<file path="config.mk">
export PLATFORM = sky130hd
export DESIGN_NAME = inst_encoder
export DESIGN_NICKNAME = d
export VERILOG_FILES = /design/src/rtl/rv32_pkg.sv /design/src/rtl/enc_fifo2.sv /design/src/rtl/inst_encoder.sv
export SDC_FILE = /design/constraint.sdc
export NUM_CORES = 1
export LEC_CHECK = 0
export CORE_MARGIN = 4
export CORE_UTILIZATION = 36
export DETAILED_ROUTE_END_ITERATION = 16
export PLACE_DENSITY = 0.58
export SYNTH_ARGS = -nofsm -noshare
export SYNTH_HDL_FRONTEND = slang
export SYNTH_SLANG_ARGS = --single-unit
</file>
<file path="constraint.sdc">
create_clock -name clk -period 2.75 [get_ports clk]
set_input_delay 0.4125 -clock clk [delete_from_list [all_inputs] [get_ports clk]]
set_output_delay 0.4125 -clock clk [all_outputs]
set_load 0.05 [all_outputs]
</file>
<file path="src/rtl/rv32_pkg.sv">
// Shared RV32I encoding constants: format codes, opcodes, immediate limits
// and the FIFO entry layout used by the instruction encoder.
package rv32_pkg;

  typedef enum logic [2:0] {
    FMT_R = 3'd0,
    FMT_I = 3'd1,
    FMT_S = 3'd2,
    FMT_B = 3'd3,
    FMT_U = 3'd4,
    FMT_J = 3'd5
  } fmt_e;

  localparam logic [6:0] OP_LOAD   = 7'b0000011;
  localparam logic [6:0] OP_IMM    = 7'b0010011;
  localparam logic [6:0] OP_AUIPC  = 7'b0010111;
  localparam logic [6:0] OP_STORE  = 7'b0100011;
  localparam logic [6:0] OP_REG    = 7'b0110011;
  localparam logic [6:0] OP_LUI    = 7'b0110111;
  localparam logic [6:0] OP_BRANCH = 7'b1100011;
  localparam logic [6:0] OP_JALR   = 7'b1100111;
  localparam logic [6:0] OP_JAL    = 7'b1101111;

  localparam logic [2:0] F3_SLL = 3'b001;
  localparam logic [2:0] F3_SRX = 3'b101;

  localparam int IMM12_MIN = -2048;
  localparam int IMM12_MAX = 2047;
  localparam int IMM13_MIN = -4096;
  localparam int IMM13_MAX = 4094;
  localparam int IMM21_MIN = -1048576;
  localparam int IMM21_MAX = 1048574;
  localparam int SHAMT_MAX = 31;

  typedef struct packed {
    logic [31:0] inst;
    logic [31:0] addr;
  } enc_word_t;

  // Treats the raw 32-bit immediate as two's complement.
  function automatic logic in_range(logic [31:0] v, int lo, int hi);
    int s;
    s = int'(v);
    return (s >= lo) && (s <= hi);
  endfunction

endpackage

</file>
<file path="src/rtl/enc_fifo2.sv">
// Two-entry FIFO holding encoded words with their byte addresses.
module enc_fifo2
  import rv32_pkg::*;
#(
  parameter logic [63:0] RST_WORD = 64'h0
) (
  input  logic        clk,
  input  logic        rst,
  input  logic        clr,
  input  logic        push,
  input  logic [63:0] din,
  input  logic        pop,
  output logic [63:0] dout,
  output logic        full,
  output logic        empty
);

  logic [63:0] mem_q [2];
  logic        wptr_q, rptr_q;
  logic [1:0]  cnt_q, cnt_d;
  logic        do_push, do_pop;

  assign full    = (cnt_q == 2'd2);
  assign empty   = (cnt_q == 2'd0);
  assign do_push = push && !full;
  assign do_pop  = pop && !empty;
  assign dout    = mem_q[rptr_q];

  always_comb begin
    cnt_d = cnt_q;
    if (do_push && !do_pop)      cnt_d = cnt_q + 2'd1;
    else if (do_pop && !do_push) cnt_d = cnt_q - 2'd1;
  end

  // Storage resets too so the idle head reads as a zero word at the base address.
  always_ff @(posedge clk or negedge rst) begin
    if (!rst) begin
      mem_q[0] <= RST_WORD;
      mem_q[1] <= RST_WORD;
      wptr_q   <= 1'b0;
      rptr_q   <= 1'b0;
      cnt_q    <= 2'd0;
    end else if (clr) begin
      wptr_q <= 1'b0;
      rptr_q <= 1'b0;
      cnt_q  <= 2'd0;
    end else begin
      if (do_push) mem_q[wptr_q] <= din;
      wptr_q <= wptr_q ^ do_push;
      rptr_q <= rptr_q ^ do_pop;
      cnt_q  <= cnt_d;
    end
  end

endmodule

</file>
<file path="src/rtl/inst_encoder.sv">
// RV32I field-set encoder: checks immediates, packs the instruction word and
// queues it with its byte address for the instruction-memory writer.
module inst_encoder
  import rv32_pkg::*;
#(
  parameter logic [31:0] BASE_ADDR = 32'h0000_0000
) (
  input  logic        clk,
  input  logic        rst,
  input  logic        clr,
  input  logic        in_valid,
  output logic        in_ready,
  input  logic [2:0]  in_fmt,
  input  logic [6:0]  in_opcode,
  input  logic [2:0]  in_funct3,
  input  logic [6:0]  in_funct7,
  input  logic [4:0]  in_rd,
  input  logic [4:0]  in_rs1,
  input  logic [4:0]  in_rs2,
  input  logic [31:0] in_imm,
  output logic        out_valid,
  input  logic        out_ready,
  output logic [31:0] out_inst,
  output logic [31:0] out_addr,
  output logic        err,
  output logic [7:0]  err_cnt
);

  logic        rdy_q;
  logic        err_q, err_d;
  logic [7:0]  errcnt_q, errcnt_d;
  logic [31:0] waddr_q, waddr_d;
  logic [31:0] enc_inst;
  logic        legal, is_shift, accept, push, pop, full, empty;
  enc_word_t   wr_word, rd_word;

  assign is_shift = (in_fmt == FMT_I) && (in_opcode == OP_IMM) &&
                    ((in_funct3 == F3_SLL) || (in_funct3 == F3_SRX));

  always_comb begin
    enc_inst = 32'h0;
    legal    = 1'b0;
    case (in_fmt)
      FMT_R: begin
        enc_inst = {in_funct7, in_rs2, in_rs1, in_funct3, in_rd, in_opcode};
        legal    = 1'b1;
      end
      FMT_I: begin
        if (is_shift) begin
          enc_inst = {in_funct7, in_imm[4:0], in_rs1, in_funct3, in_rd, in_opcode};
          legal    = in_range(in_imm, 0, SHAMT_MAX);
        end else begin
          enc_inst = {in_imm[11:0], in_rs1, in_funct3, in_rd, in_opcode};
          legal    = in_range(in_imm, IMM12_MIN, IMM12_MAX);
        end
      end
      FMT_S: begin
        enc_inst = {in_imm[11:5], in_rs2, in_rs1, in_funct3, in_imm[4:0], in_opcode};
        legal    = in_range(in_imm, IMM12_MIN, IMM12_MAX);
      end
      FMT_B: begin
        enc_inst = {in_imm[12], in_imm[10:5], in_rs2, in_rs1, in_funct3,
                    in_imm[4:1], in_imm[11], in_opcode};
        legal    = in_range(in_imm, IMM13_MIN, IMM13_MAX) && !in_imm[0];
      end
      FMT_U: begin
        enc_inst = {in_imm[31:12], in_rd, in_opcode};
        legal    = (in_imm[11:0] == 12'h0);
      end
      FMT_J: begin
        enc_inst = {in_imm[20], in_imm[10:1], in_imm[11], in_imm[19:12], in_rd, in_opcode};
        legal    = in_range(in_imm, IMM21_MIN, IMM21_MAX) && !in_imm[0];
      end
      default: legal = 1'b0;
    endcase
  end

  // rdy_q holds in_ready low through reset and raises it on the first edge after.
  assign in_ready = rdy_q && !full && !clr;
  assign accept   = in_valid && in_ready;
  assign push     = accept && legal;
  assign pop      = out_valid && out_ready && !clr;

  always_comb begin
    waddr_d  = waddr_q;
    err_d    = err_q;
    errcnt_d = errcnt_q;
    if (clr) begin
      waddr_d  = BASE_ADDR;
      err_d    = 1'b0;
      errcnt_d = 8'h0;
    end else if (push) begin
      waddr_d = waddr_q + 32'd4;
    end else if (accept) begin
      err_d = 1'b1;
      if (errcnt_q != 8'hFF) errcnt_d = errcnt_q + 8'd1;
    end
  end

  always_ff @(posedge clk or negedge rst) begin
    if (!rst) begin
      rdy_q    <= 1'b0;
      err_q    <= 1'b0;
      errcnt_q <= 8'h0;
      waddr_q  <= BASE_ADDR;
    end else begin
      rdy_q    <= 1'b1;
      err_q    <= err_d;
      errcnt_q <= errcnt_d;
      waddr_q  <= waddr_d;
    end
  end

  assign wr_word = '{inst: enc_inst, addr: waddr_q};

  enc_fifo2 #(.RST_WORD({32'h0, BASE_ADDR})) u_fifo (
    .clk   (clk),
    .rst   (rst),
    .clr   (clr),
    .push  (push),
    .din   (wr_word),
    .pop   (pop),
    .dout  (rd_word),
    .full  (full),
    .empty (empty)
  );

  assign out_valid = !empty;
  assign out_inst  = rd_word.inst;
  assign out_addr  = rd_word.addr;
  assign err       = err_q;
  assign err_cnt   = errcnt_q;

endmodule

</file>
==> results_dict.tcl <==
set metrics [dict create \
    status "complete, no violations" \
    setup_slack_ps 52.2 \
    worstRegToRegCells 7 \
    p_per_area_mw_per_mm2 542 \
    drt_iter0_drc 391 \
    grt_use_total 0.179 \
    n_antenna_cell 0 \
    post-route-period-util 0.981 \
    drt-wirelength-per-cell_um 17.4 \
    grt_remaining_overflow 0 \
    gp_congestion 0.844 \
    crit_path_max_incr_delay_ps 500 \
    startpoint "in_imm[13]" \
    wl_mm 23.2 \
    clock_sinks 168 \
    grt_pass1_vias 7012 \
    critPathCapture "waddr_q[19]$_DFFE_PN0P_" \
    p_leak_nw 5.28 \
    synth_area_per_cell_um2 10.8 \
    dr_wl_met3_um 740 \
    r2r_slack_ps 180 \
    clock_latency_ps 430 \
    initial_utilization 0.369 \
    area_growth_pct 38.7 \
    die_area_mm2 0.0259 \
    cts_tree "yes" \
    slew_viol_final 0 \
    period_needed_ps 2700 \
    reg2reg_to "waddr_q[19]$_DFFE_PN0P_" \
    post-place-ws_ps -586 \
    synth_edf_count 0 \
    dr_wl_met2_mm 11.0 \
    cp_data_required_time_ps 3090 \
    ctsHtreeMaxLevel 4 \
    cp.arrival_ps 3040 \
    dr.max_layer_used "met4" \
    final_util 0.511 \
    synth.most_common_cell "dfrtp_1" \
    clock-root-buffer "clkbuf_16" \
    r2r_start "u_fifo.cnt_q[1]$_DFFE_PN0P_" \
    clk_pin_slew_worst_paths_ps 60 \
    dr.pass1.iters 5 \
    core_mm2 0.0228 \
    port-buffer-count 144 \
    synth_ff_type "dfrtp_1" \
    worstPathMaxFanout 11 \
    hold_viol_final 0 \
    path_class "in2reg" \
    syn-instance-count 783 \
    io_pins 147 \
    ant_nets 0 \
    vdd_drop_max_uv 376 \
    synthTopCellsByArea "dfrtp_1 (50%), mux2_2 (19%), o21ai_0 (3.6%), nand2_1 (3.0%), a21oi_1 (2.6%)" \
    tightestPinTransition_ps 659 \
    cts.path.max_buffers 2 \
    yosys_warnings 0 \
    grt_antenna_before_repair 0 \
    cp_cell_sequence "clkdlybuf4s50_1, nor4_2, nand2_1, or3_1, a2111o_1, and3_4, buf_12, or4_1, a21oi_1" \
    drv_cap 0 \
    relSlewSlack 0.561 \
    clock_skew_ps 14.0 \
    ys_types 53 \
    ys_seq_area_frac 0.499 \
    drc 0 \
    critPathSlowestCell "or4_1" \
    fillCellCount 2141 \
    ys_ff_latch 168 \
    vias 6866 \
    dp.final_hpwl_mm 16.2 \
    grt_pass1_wl_mm 37.6 \
    setup_viol 0 \
    numCtsBuffers 17 \
    nNetsFinal 1076 \
    die_x_um 161 \
    fmax_mhz 371 \
    syn_area_mm2 0.00842 \
    synth_top_area_cell "dfrtp_1" \
    wl_met1_mm 11.0 \
    rows 55 \
    hp-class "reg2reg" \
    via_per_inst 5.17 \
    drive_above_1_share 0.344 \
    crit_path_start_kind "input port" \
    async_reset_ff_frac 1.00 \
    yosysTopAreaCellShare 0.499 \
    end_kind "flip-flop" \
    grt_max_degree 62 \
    holdWs_ps 473 \
    die_h_um 161 \
    synthTopCellsByCount "dfrtp_1 (168), mux2_2 (145), nand2_1 (68)" \
    power_mw 6.32 \
]
==> final cells by class <==
cell class	instances	area, um^2	share of cell area
clock inverter	10	168	0.0144
multi-input combinational	543	4060	0.348
inverter	24	90.1	0.00771
tap	313	392	0.0335
sequential	168	4210	0.360
timing repair buffer	248	2310	0.198
clock buffer	21	450	0.0386
==> state kept, by name, summed over array words and instances (netlist names) <==
register and flops:
u_fifo.wptr_q 1, err 1, u_fifo.rptr_q 1, u_fifo.mem_q 124
waddr_q 30, u_fifo.cnt_q 2, err_cnt 8, rdy_q 1
==> per-stage QoR <==
step	setup TNS, ps	std cells	instance area (um^2)
after floorplan	-390	784	8450
after global placement	-67450	1288	10800
after detailed placement	-72200	1288	10800
after CTS	0	1327	11600
after global routing	-81.3	1327	11700
final	0	1327	11700
==> how the worst min path moves through the flow <==
stage,startpoint,endpoint,slack (ps),cells after the start
after floorplan,rst,err$_DFFE_PN0P_,120,0
after global placement,rst,u_fifo.mem_q[62]$_DFFE_PN0P_,450,1
after detailed placement,rst,u_fifo.mem_q[59]$_DFFE_PN0P_,450,1
after CTS,u_fifo.mem_q[38]$_DFFE_PN0P_,u_fifo.mem_q[38]$_DFFE_PN0P_,480,2
after global routing,u_fifo.mem_q[29]$_DFFE_PN0P_,u_fifo.mem_q[29]$_DFFE_PN0P_,500,2
final,u_fifo.mem_q[38]$_DFFE_PN0P_,u_fifo.mem_q[38]$_DFFE_PN0P_,470,2
==> power by group <==
| group | leakage (nW) | internal (mW) | switching (mW) |
|---|---|---|---|
| Combinational | 2.68 | 0.470 | 0.682 |
| Clock | 0.298 | 1.55 | 1.00 |
| Sequential | 2.30 | 2.57 | 0.0519 |
==> metal layers <==
layer / global-route usage / vias up
met5: 0 / -
met4: 0.0512 / 0
met3: 0.0290 / 21
met2: 0.289 / 141
met1: 0.251 / 3378
li1: - / 3326
==> cell usage in the layout, fill, tap and decap left out, types with 4 or more instances in the layout <==
cell / instances
a31oi_1: 7
o31ai_1: 21
o21ai_0: 60
o22ai_1: 10
a31o_2: 4
dfrtp_1: 167
clkdlybuf4s50_1: 92
nor4_1: 4
mux2i_1: 5
or4_1: 13
nand3b_1: 6
nand2_1: 68
buf_4: 121
clkbuf_16: 18
and3_1: 4
dlymetal6s2s_1: 11
nand3_1: 14
bufinv_16: 4
buf_6: 7
xnor2_1: 4
nand4_1: 22
nor4_2: 5
dlygate4sd2_1: 5
nor2b_1: 6
a21oi_2: 9
inv_1: 24
a21oi_1: 34
buf_12: 9
or3_1: 8
mux2_2: 145
a22oi_1: 10
or4_4: 8
nor2_1: 31
==> cells by family after synthesis <==
family / synth area share
AOI/OAI and AO/OA: 0.119
other: 0.000892
DFF: 0.499
adders and majority gates: 0.00297
and+or+nand+nor: 0.133
buffers and inverters: 0.0374
muxes: 0.201
xor gates and xnor gates: 0.00624
==> what timing repair did <==
item                       4_1_cts  5_1_grt
buffers inserted                 6        2
setup endpoints to repair       87      112
hold endpoints to repair        21        0
pin swaps                       13       17
gates cloned                     1        1
gates resized for setup         16       35
hold buffers                     1        0
==> critical path, delay by kind of cell <==
family                 cells  cell delay, ps
AOI/OAI and AO/OA          2             600
buffers and inverters      2             590
and+or+nand+nor            5            1440
Note: power is estimated with default switching activity, not from simulation.
